### src/rtl/timing_pulse_sequencer.sv
// One-hot timing-pulse train generator with free-run, one-shot and single-step modes,
// stall hold, cycle-complete strobe and a completed-cycle counter.
module timing_pulse_sequencer #(
   parameter int unsigned NUM_PULSES = 12,
   parameter int unsigned CNT_W      = 16,
   parameter int unsigned IDX_W      = $clog2(NUM_PULSES)
) (
   input  logic                  clk,
   input  logic                  rst_n,
   input  logic [1:0]            mode,
   input  logic                  run,
   input  logic                  start,
   input  logic                  step,
   input  logic                  stall,
   output logic [NUM_PULSES-1:0] tp,
   output logic [IDX_W-1:0]      index,
   output logic                  busy,
   output logic                  cycle_done,
   output logic [CNT_W-1:0]      cycle_count
);

   typedef enum logic {
      S_IDLE,
      S_ACTIVE
   } state_e;

   typedef enum logic [1:0] {
      M_FREE    = 2'b00,
      M_ONESHOT = 2'b01,
      M_STEP    = 2'b10
   } mode_e;

   localparam logic [IDX_W-1:0] LAST_IDX = IDX_W'(NUM_PULSES - 1);

   state_e                  state_q, state_d;
   mode_e                   mode_q, mode_d;
   mode_e                   mode_in;
   logic [NUM_PULSES-1:0]   tp_q, tp_d;
   logic [IDX_W-1:0]        idx_q, idx_d;
   logic                    busy_q, busy_d;
   logic                    done_q, done_d;
   logic [CNT_W-1:0]        cnt_q, cnt_d;
   logic                    launch;
   logic                    advance;

   always_ff @(posedge clk) begin
      if (!rst_n) begin
         state_q <= S_IDLE;
         mode_q  <= M_FREE;
         tp_q    <= '0;
         idx_q   <= '0;
         busy_q  <= 1'b0;
         done_q  <= 1'b0;
         cnt_q   <= '0;
      end else begin
         state_q <= state_d;
         mode_q  <= mode_d;
         tp_q    <= tp_d;
         idx_q   <= idx_d;
         busy_q  <= busy_d;
         done_q  <= done_d;
         cnt_q   <= cnt_d;
      end
   end

   always_comb begin
      state_d = state_q;
      mode_d  = mode_q;
      tp_d    = tp_q;
      idx_d   = idx_q;
      busy_d  = busy_q;
      done_d  = 1'b0;
      cnt_d   = cnt_q;
      launch  = 1'b0;
      advance = 1'b0;

      // Reserved encoding 11 falls back to free-run
      case (mode)
         2'b01:   mode_in = M_ONESHOT;
         2'b10:   mode_in = M_STEP;
         default: mode_in = M_FREE;
      endcase

      if (!stall) begin
         case (state_q)
            S_IDLE: begin
               case (mode_in)
                  M_ONESHOT: launch = start;
                  M_STEP:    launch = step;
                  default:   launch = run;
               endcase
               if (launch) begin
                  state_d = S_ACTIVE;
                  mode_d  = mode_in;
                  tp_d    = NUM_PULSES'(1);
                  idx_d   = '0;
                  busy_d  = 1'b1;
               end
            end
            default: begin
               advance = (mode_q != M_STEP) || step;
               if (advance) begin
                  if (idx_q == LAST_IDX) begin
                     done_d = 1'b1;
                     cnt_d  = cnt_q + CNT_W'(1);
                     idx_d  = '0;
                     if (mode_q == M_FREE && run) begin
                        tp_d = NUM_PULSES'(1);
                     end else begin
                        state_d = S_IDLE;
                        tp_d    = '0;
                        busy_d  = 1'b0;
                     end
                  end else begin
                     tp_d  = tp_q << 1;
                     idx_d = idx_q + IDX_W'(1);
                  end
               end
            end
         endcase
      end
   end

   assign tp          = tp_q;
   assign index       = idx_q;
   assign busy        = busy_q;
   assign cycle_done  = done_q;
   assign cycle_count = cnt_q;

endmodule

### config.mk
export PLATFORM = sky130hd
export DESIGN_NAME = timing_pulse_sequencer
export DESIGN_NICKNAME = d
export VERILOG_FILES = /design/src/rtl/timing_pulse_sequencer.sv
export SDC_FILE = /design/constraint.sdc
export NUM_CORES = 1
export LEC_CHECK = 0
export ABC_AREA = 0
export CAP_MARGIN = 20
export CORE_MARGIN = 4
export CORE_UTILIZATION = 25
export CTS_BUF_LIST = sky130_fd_sc_hd__clkbuf_16
export DETAILED_ROUTE_END_ITERATION = 12
export PLACE_DENSITY_LB_ADDON = 0.3
export SLEW_MARGIN = 20
export SYNTH_ARGS = -nofsm -noshare
export SYNTH_HDL_FRONTEND = slang
export SYNTH_SLANG_ARGS = --single-unit
### constraint.sdc
create_clock -name clk -period 3.1 [get_ports clk]
set_clock_uncertainty 0.1 [all_clocks]
set_input_delay 0.62 -clock clk [delete_from_list [all_inputs] [get_ports clk]]
set_output_delay 0.62 -clock clk [all_outputs]
set_load 0.005 [all_outputs]
==> results.yml, run 1 <==
cells_and_area:
  nNetsFinal: 240
  diodes: 0
  syn_to_final_growth_pct: 38.1
  utilization_pct: 36.4
  postLayoutCellArea_um2: 2350
  fin_cells: 304
  drive_above_1_share_pct: 6.17
  num-fill-cells: 691
sta:
  min_period_ps: 2550
  rsz0062_at_grt: "false"
  fmax_mhz: 392
  holdWs_ps: 383
  setup_violations: 0
  drv_slew: 0
  hold_viol: 0
  max_slew_margin_pct: 41.1
  setup_ws_ps: 546
  tightest_slew_ps: 877
  setup_tns_ps: 0
  min_period_over_period_pct: 82.4
clock_network:
  ctsLongestPathBuffers: 2
  cts_sinks: 37
  cts_hold_buf: 0
  htreeDepth: 2
  cts_setup_buffers: 0
  insertion_delay_ps: 280
  clkTransAtPathRegs_ps: 60
  cts_buffers: 5
  clockRootBuffer: "clkbuf_16"
  post_cts_resized: 0
  tritoncts: "built"
die:
  rows: 29
  dieHeight_um: 90.5
  die-area_um2: 8180
  die_w_um: 90.5
  initial_utilization_pct: 26.3
  ios: 42
  coreArea_um2: 6460
synthesis:
  synth_top_family_by_area: "simple AND/OR/NAND/NOR gates"
  netlist.top_cell.by_area: "dfxtp_1"
  synthesis.area_per_instance_um2: 9.34
  synthXorXnorAreaFrac_pct: 2.06
  synth_area_leaders: "dfxtp_1 (44%), mux2i_1 (11%), nor2_1 (5.3%)"
  netlist_instances: 182
  synth_top_area_share_pct: 43.6
  synth_seq_cells: 37
  yosysMostFrequentCell: "dfxtp_1"
  synth_common_cells: "dfxtp_1 (37), nor2_1 (24), mux2i_1 (18), a21oi_1 (14), nand2_1 (8)"
  async_reset_ff_share_pct: 0
  synthSimpleGateAreaFrac_pct: 22.4
  ys_warn_count: 0
  ys.flop_type: "dfxtp_1"
  synth_compound_area_share_pct: 12.8
  synth-seq-area-share_pct: 43.6
  synth_nets: 196
  synthMuxAreaShare_pct: 10.6
  synth-edff-count: 0
  syn_area_um2: 1700
  synthAdderAreaFrac_pct: 4.42
  synth.distinct_cells: 39
power:
  powerDensity_nw_per_um2: 490
  vdd_drop_max_mv: 0.305
  power_mw: 1.15
  p_leak_nw: 0.900
worst_hold_path:
  hp-class: "reg2reg"
flow_run:
  maxCapViolations: 0
drt:
  top_layer_used: "met4"
  first_iter_violations: 77
  wl_met2_um: 1740
  vias: 1428
  wl_per_cell_um: 12.2
  met1_length_um: 1780
  routed_wl_um: 3710
  met3_length_um: 116
  remaining_drc_errors: 0
  vias_per_cell: 4.70
  ant_nets: 0
  drtPass1Iterations: 5
setup_path:
  timing_worst_setup_path_type: "in2reg"
  path_max_fanout: 13
  cp.required_ps: 3130
  cp-end-kind: "flip-flop"
  cp.arrival_ps: 2580
  start_kind: "primary input"
grt:
  antenna_found_initial: 0
  first_global_vias: 1389
  grt_max_degree: 22
  grt_overflow: 0
  grt_pass1_wl_um: 6460
  grt_usage_pct: 9.61
placement:
  dp_hpwl_um: 2780
  place_congestion: 0.745
  dp.cells: 296
  place_area_um2: 2180
  pre_cts_slack_ps: 230
  portBuffers: 41
status:
  outcome: "finished clean"
routing by layer:
layer | global-route usage (%) | vias to the layer above
met3 | 2.75 | 6
met5 | 0 | -
met1 | 12.1 | 658
met4 | 4.21 | 0
met2 | 15.2 | 24
li1 | - | 740
final cells by class:
cell class                      count  area [µm²]  area share, %
Clock buffer                        5         125           5.33
Clock inverter                      3        41.3           1.76
Inverter                            6        22.5          0.959
Multi-Input combinational cell    132         890           37.9
Sequential cell                    37         741           31.5
Tap cell                           77        96.3           4.10
Timing Repair Buffer               44         433           18.4
sequential cells by signal, indices dropped and copies added (netlist names):
name,count
tp,12
state_q,1
busy,1
cycle_done,1
mode_q,2
cycle_count,16
index,4
cells by family after synthesis:
group | after synthesis
AO/OA/AOI/OAI | 34
XOR/XNOR | 4
adder cells (fa/ha/maj) | 6
buffers and inverters | 13
flip-flops | 37
multiplexers | 18
AND/OR/NAND/NOR | 70
worst paths after layout:
kind	start	slack, ps	end	cells after the start
worst max-delay path	mode[0]	550	tp[10]	7
worst min-delay path	cycle_count[15]	380	cycle_count[15]	2
worst max register to register	index[0]	1100	cycle_count[14]	5
worst min register to register	cycle_count[15]	380	cycle_count[15]	2
critical path, stage by stage:
cell	delay (ps)
clkdlybuf4s50_1	500
inv_1	70
ha_1	290
a221o_1	140
a32oi_2	120
o21ai_1	720
nor2_1	110
power breakdown:
group	internal (mW)	switching [mW]	total (mW)
logic	0.0478	0.0462	0.0940
clock network	0.376	0.189	0.565
registers	0.484	0.00848	0.492
total	0.908	0.243	1.15
layout by cell type (no fill, tap or decap), drive strengths merged, types with 2 or more instances in the layout:
master | synthesis | layout
and2 | 2 | 2
xor2 | 3 | 3
buf | 3 | 3
nor2 | 24 | 24
o21a | 2 | 2
clkbuf | 4 | 5
clkdlybuf4s50 | 0 | 41
nand3 | 7 | 7
o31ai | 6 | 6
and3 | 2 | 2
a21oi | 14 | 14
nand3b | 3 | 3
nand2b | 2 | 2
or3 | 5 | 5
nand4 | 5 | 5
or4 | 5 | 5
ha | 6 | 6
dfxtp | 37 | 37
nand2 | 8 | 8
inv | 6 | 6
o21ai | 7 | 7
mux2i | 18 | 18
(Power assumes the default switching activity.)
==> inputs of run 2 (changes only) <==
clock period = 2.2 ns   (was 3.1 ns; I/O delays follow)
==> run 2 against run 1 <==
Against the previous run: clock-buffer cell count unchanged; highest routed layer unchanged; combinational power increased by 140%; cell count increased by 5.9%; setup slack got worse by 430 ps.
==> results.yml, run 2 (same netlist as run 1, synthesis figures left out) <==
status:
  outcome: "finished clean"
sta:
  rsz0062_at_grt: "false"
  fmax_mhz: 479
  hold_viol: 0
  tightest_slew_ps: 713
  min_period_over_period_pct: 94.8
  max_slew_margin_pct: 52.4
  setup_violations: 0
  drv_slew: 0
  min_period_ps: 2090
clock_network:
  clkTransAtPathRegs_ps: 50
  cts_sinks: 37
  clockRootBuffer: "clkbuf_16"
  tritoncts: "built"
  insertion_delay_ps: 280
  htreeDepth: 2
  ctsLongestPathBuffers: 2
  cts_buffers: 5
setup_path:
  rrSetupSlack_ps: 200
  cp.required_ps: 2270
  reg2reg_from: "index[0]"
  path_max_fanout: 9
  cp.arrival_ps: 2150
  crit_path_start: "mode[0]"
  timing_worst_setup_path_type: "in2reg"
  cp-end-kind: "flip-flop"
  rr_endpoint: "cycle_count[13]"
  ff2ff_path_depth: 6
  start_kind: "primary input"
die:
  dieHeight_um: 90.5
  rows: 29
  die-area_um2: 8180
  coreArea_um2: 6460
  ios: 42
  die_w_um: 90.5
  initial_utilization_pct: 26.3
cells_and_area:
  final_cell_mix: "clkdlybuf4s50_1 (39), dfxtp_1 (37), nor2_1 (23)"
  final_common_cell: "clkdlybuf4s50_1"
  nNetsFinal: 258
  drive_above_1_share_pct: 13.5
  num-fill-cells: 672
  syn_to_final_growth_pct: 51.4
  fin_cells: 322
  diodes: 0
  postLayoutCellArea_um2: 2570
  largest_reg_flops: 16
placement:
  portBuffers: 41
  place_area_um2: 2280
  dp.cells: 308
  dp_hpwl_um: 2880
  place_congestion: 0.698
drt:
  ant_nets: 0
  routed_wl_um: 4130
  vias: 1494
  first_iter_violations: 81
  remaining_drc_errors: 0
  drtPass1Iterations: 4
  vias_per_cell: 4.64
  wl_per_cell_um: 12.8
worst_hold_path:
  whs_endpoint: "busy"
  hp-start: "busy"
  hold_depth: 2
  hp-class: "reg2reg"
power:
  switchingPower_mw: 0.367
  powerDensity_nw_per_um2: 621
  switching_share_pct: 23.0
  intPower_mw: 1.23
  p_leak_nw: 1.02
  combinationalPowerShare_pct: 14.4
  vdd_drop_max_mv: 0.368
  power_mw: 1.60
  power_frac_seq_pct: 43.4
  clkPwrFrac_pct: 42.2
grt:
  antenna_found_initial: 0
  grt_pass1_wl_um: 7220
  grt_max_degree: 22
  first_global_vias: 1523
  grt_usage_pct: 10.7
  grt_overflow: 0
flow_run:
  maxCapViolations: 0
## run 2: cell types whose count changed in the layout (fill, tap and decap cells not counted), moves of 2 or more
cell and change:
buf_16 +2, clkdlybuf4s50_1 -2, buf_4 +11, buf_12 +4
## run 2: timing repair
action | CTS | global route
cloned | 2 | 0
resized for setup | 7 | 2
buffers inserted | 3 | 1
endpoints found under the setup margin | 14 | 17
hold buffers | 0 | 0
pin swaps | 3 | 1
## run 2: layout make-up
| type | count | area (µm²) | share of cell area, % |
|---|---|---|---|
| inverters | 6 | 22.5 | 0.875 |
| multi-input cells | 132 | 916 | 35.6 |
| clock buffers | 5 | 125 | 4.86 |
| clock inverters | 3 | 12.5 | 0.486 |
| flip-flops and latches | 37 | 741 | 28.8 |
| repair buffers | 62 | 661 | 25.7 |
| well taps | 77 | 96.3 | 3.74 |
## run 2: metrics by stage
step | setup slack (ps) | TNS, ps | util, % | hold slack [ps]
6_report | 114 | 0 | 39.8 | 384
5_1_grt | 14.9 | 0 | 39.8 | 422
4_1_cts | 17.9 | 0 | 39.5 | 387
3_5_place_dp | -378 | -5440 | 35.4 | 379
3_3_place_gp | -338 | -4830 | 35.4 | 366
2_1_floorplan | 194 | 0 | - | 368
## run 2: worst max-delay path by stage
| stage | endpoint | slack, ps |
|---|---|---|
| final | tp[5] | 110 |
| after global routing | tp[9] | 10 |
| after CTS | tp[1] | 20 |
| after detailed placement | index[2] | -380 |
| after global placement | index[2] | -340 |
| after floorplan | tp[10] | 190 |
## run 2: power by group through the flow
stage	Clock, mW	Sequential [mW]	Combinational (mW)
after floorplan	0	0.704	0.0973
after global routing	0.727	0.697	0.249
final	0.674	0.695	0.230
after global placement	0	0.709	0.150
after CTS	0.693	0.694	0.221
after detailed placement	0	0.709	0.153
## run 2: worst max-delay path, stage by stage
cell	delay (ps)
dlygate4sd2_1	240
buf_4	130
ha_1	180
a221o_1	350
a32oi_4	220
buf_12	160
buf_12	100
buf_16	110
mux2i_1	170
nor2_1	50
## run 2: per-layer routing
metal / global-route usage (%) / part of all wire [%] / up-vias / routed length [µm]
li1: - / - / 779 / -
met1: 13.5 / 48 / 686 / 1990
met2: 17.0 / 46 / 23 / 1910
met3: 3.08 / 3.5 / 6 / 144
met4: 4.59 / 1.8 / 0 / 75
met5: 0 / 0 / - / 0
